[src/rtl/updown_sweep_ctrl_pkg.sv]
// Shared types for the up/down sweep controller:
// FSM state encoding and sweep mode constants.
package updown_sweep_ctrl_pkg;

    typedef enum logic [1:0] {
        IDLE = 2'd0,
        RUN  = 2'd1,
        HOLD = 2'd2,
        DONE = 2'd3
    } state_t;

    localparam logic [1:0] MODE_ONESHOT  = 2'b00;
    localparam logic [1:0] MODE_REPEAT   = 2'b01;
    localparam logic [1:0] MODE_PINGPONG = 2'b10;

endpackage

[src/rtl/updown_cnt_core.sv]
// Up/down counter datapath with synchronous load.
// Load wins over enable; the controller guarantees no wrap.
module updown_cnt_core #(
    parameter int W = 3
) (
    input  logic         clk,
    input  logic         rst,
    input  logic         load,
    input  logic [W-1:0] load_val,
    input  logic         en,
    input  logic         up,
    output logic [W-1:0] count
);

    localparam logic [W-1:0] ONE = W'(1);

    always_ff @(posedge clk or negedge rst) begin
        if (!rst) begin
            count <= '0;
        end else if (load) begin
            count <= load_val;
        end else if (en) begin
            count <= up ? count + ONE : count - ONE;
        end
    end

endmodule

[src/rtl/updown_sweep_ctrl.sv]
// Sweep sequencer: owns the FSM, latched bounds/mode and the
// pass counter; the counter core only loads and steps on command.
module updown_sweep_ctrl
    import updown_sweep_ctrl_pkg::*;
#(
    parameter int W  = 3,
    parameter int PW = 4
) (
    input  logic          clk,
    input  logic          rst,
    input  logic          start,
    input  logic          stop,
    input  logic          pause,
    input  logic [W-1:0]  cfg_lo,
    input  logic [W-1:0]  cfg_hi,
    input  logic [1:0]    cfg_mode,
    input  logic          cfg_up,
    output logic [W-1:0]  count,
    output logic          dir_up,
    output logic          busy,
    output logic          done,
    output logic          err,
    output logic [PW-1:0] passes
);

    localparam logic [PW-1:0] PASS_MAX = '1;
    localparam logic [PW-1:0] PASS_ONE = PW'(1);

    state_t       state;
    state_t       state_nx;
    logic [W-1:0] lo;
    logic [W-1:0] hi;
    logic [1:0]   mode;
    logic         dir_nx;
    logic         err_nx;
    logic         cfg_latch;
    logic         pass_clr;
    logic         pass_inc;
    logic         cnt_load;
    logic [W-1:0] cnt_load_val;
    logic         cnt_en;
    logic         cnt_up;
    logic [W-1:0] endpoint;
    logic         at_end;

    assign endpoint = dir_up ? hi : lo;
    assign at_end   = (count == endpoint);
    assign busy     = (state != IDLE);
    assign done     = (state == DONE);

    updown_cnt_core #(.W(W)) u_core (
        .clk      (clk),
        .rst      (rst),
        .load     (cnt_load),
        .load_val (cnt_load_val),
        .en       (cnt_en),
        .up       (cnt_up),
        .count    (count)
    );

    always_ff @(posedge clk or negedge rst) begin
        if (!rst) begin
            state  <= IDLE;
            dir_up <= 1'b1;
            err    <= 1'b0;
        end else begin
            state  <= state_nx;
            dir_up <= dir_nx;
            err    <= err_nx;
        end
    end

    always_ff @(posedge clk or negedge rst) begin
        if (!rst) begin
            lo   <= '0;
            hi   <= '0;
            mode <= MODE_ONESHOT;
        end else if (cfg_latch) begin
            lo   <= cfg_lo;
            hi   <= cfg_hi;
            mode <= cfg_mode;
        end
    end

    always_ff @(posedge clk or negedge rst) begin
        if (!rst) begin
            passes <= '0;
        end else if (pass_clr) begin
            passes <= '0;
        end else if (pass_inc && passes != PASS_MAX) begin
            passes <= passes + PASS_ONE;
        end
    end

    always_comb begin
        state_nx     = state;
        dir_nx       = dir_up;
        err_nx       = 1'b0;
        cfg_latch    = 1'b0;
        pass_clr     = 1'b0;
        pass_inc     = 1'b0;
        cnt_load     = 1'b0;
        cnt_load_val = count;
        cnt_en       = 1'b0;
        cnt_up       = dir_up;
        unique case (state)
            IDLE: begin
                if (start) begin
                    if (cfg_lo <= cfg_hi) begin
                        cfg_latch    = 1'b1;
                        pass_clr     = 1'b1;
                        cnt_load     = 1'b1;
                        cnt_load_val = cfg_up ? cfg_lo : cfg_hi;
                        dir_nx       = cfg_up;
                        state_nx     = RUN;
                    end else begin
                        err_nx = 1'b1;
                    end
                end
            end
            RUN, HOLD: begin
                if (stop) begin
                    state_nx = IDLE;
                end else if (pause) begin
                    state_nx = HOLD;
                end else begin
                    state_nx = RUN;
                    if (!at_end) begin
                        cnt_en = 1'b1;
                    end else begin
                        pass_inc = 1'b1;
                        unique case (mode)
                            MODE_REPEAT: begin
                                cnt_load     = 1'b1;
                                cnt_load_val = dir_up ? lo : hi;
                            end
                            MODE_PINGPONG: begin
                                // Reverse and take the first step at once
                                dir_nx = ~dir_up;
                                cnt_up = ~dir_up;
                                cnt_en = (lo != hi);
                            end
                            default: begin
                                state_nx = DONE;
                            end
                        endcase
                    end
                end
            end
            DONE: begin
                state_nx = IDLE;
            end
            default: begin
                state_nx = IDLE;
            end
        endcase
    end

endmodule

[config.mk]
export PLATFORM = sky130hd
export DESIGN_NAME = updown_sweep_ctrl
export DESIGN_NICKNAME = d
export VERILOG_FILES = /design/src/rtl/updown_sweep_ctrl_pkg.sv /design/src/rtl/updown_cnt_core.sv /design/src/rtl/updown_sweep_ctrl.sv
export SDC_FILE = /design/constraint.sdc
export NUM_CORES = 1
export LEC_CHECK = 0
export CAP_MARGIN = 20
export CORE_ASPECT_RATIO = 1.4
export CORE_MARGIN = 2
export CORE_UTILIZATION = 42
export CTS_BUF_LIST = sky130_fd_sc_hd__clkbuf_2
export CTS_CLUSTER_SIZE = 14
export DETAILED_ROUTE_END_ITERATION = 12
export HOLD_SLACK_MARGIN = 0.1
export PLACE_DENSITY = 0.68
export SLEW_MARGIN = 20
export SYNTH_ARGS = -nofsm -noshare
export SYNTH_HDL_FRONTEND = slang
export SYNTH_SLANG_ARGS = --single-unit
[constraint.sdc]
create_clock -name clk -period 3.7 [get_ports clk]
set_clock_uncertainty 0.2 [all_clocks]
set_input_delay 0.74 -clock clk [delete_from_list [all_inputs] [get_ports clk]]
set_output_delay 0.74 -clock clk [all_outputs]
set_load 0.05 [all_outputs]
Word level (Yosys, flattened, before mapping)
Index checks and enable logic that the tools add are counted.
Storage, ports and cells
  bits of input ports: 14
  register bits after elaboration: 19
  output and inout bits: 11
  word-level logic and storage cells: 91
Operators by class
  reductions and logical operators: 11
  bitwise operators: 1
  magnitude comparators: 1
  mux-type cells: 50
  add/sub/neg operators: 3
  eq/ne operators: 17
Operators with widths (number)
  $mux 3: 12
  $mux 1: 26
  $ne 3x3->1 const B: 5
  $mux 2: 6
  $mux 4: 2
  $reduce_and 8->1: 1
  $reduce_bool 2->1: 4
  $eq 2x2->1 const B: 3
  $pmux 2 s3: 1
  $pmux 3 s2: 1
  $add 4x1->4 const B: 1
  $eq 2x1->1 const B: 2
  $ne 2x2->1 const B: 2
  $ne 4x4->1 const B: 1
  $pmux 1 s2: 2
  $reduce_or 2->1: 2
  $add 3x1->3 const B: 1
  $eq 3x3->1: 1
  $le 3x3->1: 1
  $ne 3x1->1 const B: 1
  $ne 3x2->1 const B: 1
  $ne 3x3->1: 1
  $reduce_and 3->1: 1
  $sub 3x1->3 const B: 1
  other kinds (4): 4

Depth between registers and ports, before layout
  depth in word-level cells: 9
  depth in mapped cells: 10

Hierarchy
Synthesis repeated with hierarchy kept, for this count alone.
Second synthesis, totals
  cell total of the unflattened synthesis: 149
  area, all modules: 1370.1 µm²
Modules (own cells, without submodules)
  updown_sweep_ctrl: sequential area each 401.6 µm², times used 1, area each 1192.4 µm², cells each 132
  updown_cnt_core: sequential area each 75.1 µm², times used 1, area each 177.7 µm², cells each 17

Least setup slack after synthesis
Ideal clock, no wire load.
  path type: register to register
  start point: register dir_up
  end point: register u_core.count[2]
  slack: 607 ps
  buffers on the path: 1
  stages on the path, launching flop included: 10
  data required time: 3371 ps
  arrival: 2765 ps
  clock period less this slack: 3093 ps
  path through: dfstp_2 > buf_6 > mux2i_2 > xnor2_2 > nor4_2 > xnor2_1 > fa_1 > xnor3_1 > nor3b_1 > a2111o_1
Between the ends
  longest elaborated chain between the ends: 9
  elaborated cells on any way between the ends: 34
Ends and longest elaborated chain
  start, declared: RTL line updown_sweep_ctrl.sv:19  | output logic dir_up,
  start signal, assigned: RTL line updown_sweep_ctrl.sv:68  | dir_up <= dir_nx;
  branches (longest 9 deep; another with $reduce_and 8->1)
  end signal, assigned: RTL line updown_cnt_core.sv:21  | count <= load_val;
  end signal, assigned: RTL line updown_cnt_core.sv:23  | count <= up ? count + ONE : count - ONE;
  end, declared: RTL line updown_cnt_core.sv:12  | output logic [W-1:0] count
Several ways; the timed one is not identified. The select of a mux whose other input is x is not followed.
A chain may end at the register's enable or synchronous reset.

Worst setup path after layout
  start point: input port stop
  end point: register u_core.count[2]
Between the ends
  longest elaborated chain between the ends: 5
  elaborated cells on any way between the ends: 18
Ends and longest elaborated chain
  start, declared: RTL line updown_sweep_ctrl.sv:12  | input logic stop,
  branches (longest 5 deep; another with $reduce_and 8->1)
Several ways; the timed one is not identified. The select of a mux whose other input is x is not followed.

==> out/metrics.cfg <==
[detailed_routing]
vias_per_cell=5.31
drtAntennaViolNets=0
first_pass_iters=5
vias=1052
post-route-drc-count=0
routedWlPerCell_um=14.1
drtIter0Drc=20
routed_wl_um=2780

[synth]
syn_area_per_cell_um2=10.3
synth_seq_cells=19
synth-seq-area-share=0.357
synth_area_um2=1340
synth_edf_count=0
synthArstFlopShare=1.00
ys.flop_type=dfrtp_1
yosysWarningCount=0
ys_types=40
syn_nets=153
syn_inst=130

[placement]
dp.cells=194
gp_congestion=0.823
pre_cts_slack_ns=0.0480
io_buffer_count=24
placed_cell_area_um2=1630
dp_hpwl_um=2250

[power_and_ir_drop]
irDropWorstVdd_mv=0.536
powerDensity_nw_per_um2=852
total_power_mw=1.40
leakage_nw=0.726

[critical_path]
cp_top_family=simple AND/OR/NAND/NOR gates
worstReg2RegEnd=u_core.count[2]
path_cells=clkdlybuf4s50_1 -> nor3b_1 -> nand2_1 -> nor4_2 -> xnor2_1 -> fa_1 -> xnor3_1 -> nor3_1 -> a2111o_1
rr_worst_depth=8
setup.worst_path.end_class=flop
critPathLaunchType=input port
arrival_ns=3.31
critPathRequiredTime_ns=3.74
ff2ff_setup_slack_ns=0.49
slowest_stage=clkdlybuf4s50_1
crit_path_start=stop
slowest_delay_ns=0.45
critical_path_class=input port to flop
r2r_start=dir_up
path_max_fanout=4
setup.worst_path.end=u_core.count[2]
cp_num_buf_inv=1
worst-path-stages=9

[flow_run]
drv_cap=0

[cells_and_area]
drive_above_1_share=0.170
syn_to_final_growth_pct=23.2
final_cell_area_um2=1650
nets=183
final_util=0.538
layout.cells.non_filler=198
num_antenna_cells=0

[sta]
slew_headroom=0.421
worst_pin_slew_ns=0.866
hold_viol=0
worst_slack_ns=0.435
slew_viol_final=0
grt_setup_unrepaired=no
setup_viol=0
whs_ns=0.393
tns_ns=0
fin_crit_sh=0.882
max_freq_mhz=306
final.min_clock_period_ns=3.27

[cts]
clockRootBuffer=clkbuf_2
path_clk_slew_ns=0.20
htreeDepth=1
cts.sinks=19
numCtsBuffers=3
insertion_delay_ns=0.33
cts-resized-gates=0
cts.path.max_buffers=2
cts_tree=yes
post_cts_buffers=0
holdBufCountCts=0

[floorplanning]
initial_core_util=0.436
die_h_um=70.7
rows=24
fp.dieArea_um2=3660
coreArea_um2=3060
io_pins=25
die_w_um=51.7

[global_routing]
grt_pass1_wl_um=4730
track_usage=0.168
grt.overflow.total=0
grt_pass1_vias=1093
antenna_found_initial=0
grt_max_degree=20

[hold_path]
worstHoldPathType=flop to flop

[run_status]
status=complete, no violations

==> metal layers <==
metal,global-route usage,share of wire
met5,0,0
met4,0.0439,0.013
met3,0.0316,0.032
met2,0.305,0.55
met1,0.199,0.41
==> flip-flops by register name, summed over array words and instances (netlist names) <==
register      count
mode              2
hi                3
err               1
dir_up            1
u_core.count      3
state             2
lo                3
passes            4
==> layout make-up <==
type | count | area [um^2]
inverter | 12 | 45.0
clock buffer | 3 | 15.0
multi-input combinational | 96 | 786
tap | 39 | 48.8
sequential | 19 | 477
clock inverter | 1 | 5.00
timing repair buffer | 28 | 270
fill | 319 | 1420
==> kinds of logic (layout without fill, tap and decap cells) <==
group / Yosys count / in the layout / synth area share
compound gates: 24 / 24 / 0.125
simple gates: 36 / 36 / 0.149
xor+xnor: 11 / 11 / 0.0936
fa+ha+maj: 9 / 9 / 0.0899
mux: 16 / 16 / 0.130
flops: 19 / 19 / 0.357
buf+inv: 15 / 44 / 0.0552
==> layout by cell type, fill, tap and decap left out, drive strengths merged, types with 5 or more instances in the layout <==
cell type,n
inv,12
nand2,7
nor2,11
xnor2,5
xor2,5
a21oi,5
a211oi,5
dfrtp,18
clkdlybuf4s50,24
mux2,8
mux2i,8
ha,8
==> report_power, final <==
group,leakage (nW),internal (mW),switching [mW]
clock,0.0164,0.0245,0.0707
combinational,0.474,0.411,0.492
sequential,0.236,0.296,0.109
total,0.726,0.731,0.672
==> cells in the mapped netlist, types with 4 or more instances <==
cell type / count / share of area
xor2_1: 5 / 0.033
mux2i_1: 7 / 0.052
o21ai_0: 4 / 0.015
mux2_2: 8 / 0.067
inv_1: 12 / 0.034
a211oi_1: 4 / 0.022
a21oi_1: 5 / 0.019
dfrtp_1: 18 / 0.34
ha_1: 8 / 0.075
nor2_1: 11 / 0.031
nand3_1: 4 / 0.015
nand2_1: 7 / 0.020
==> tightest hold or removal path, cell delays in order, from the launching register on <==
cell,delay (ns)
dfrtp_1,0.43
inv_1,0.07
o21ai_0,0.08
==> worst min-delay path by stage <==
stage | to | depth (start not counted) | startpoint
3_3_place_gp | mode[1] | 2 | mode[1]
6_report | mode[1] | 2 | mode[1]
3_5_place_dp | mode[1] | 2 | mode[1]
4_1_cts | mode[1] | 2 | mode[1]
2_1_floorplan | err | 0 | rst
5_1_grt | state[1] | 2 | state[1]
Note: power is estimated with default switching activity, not from simulation.
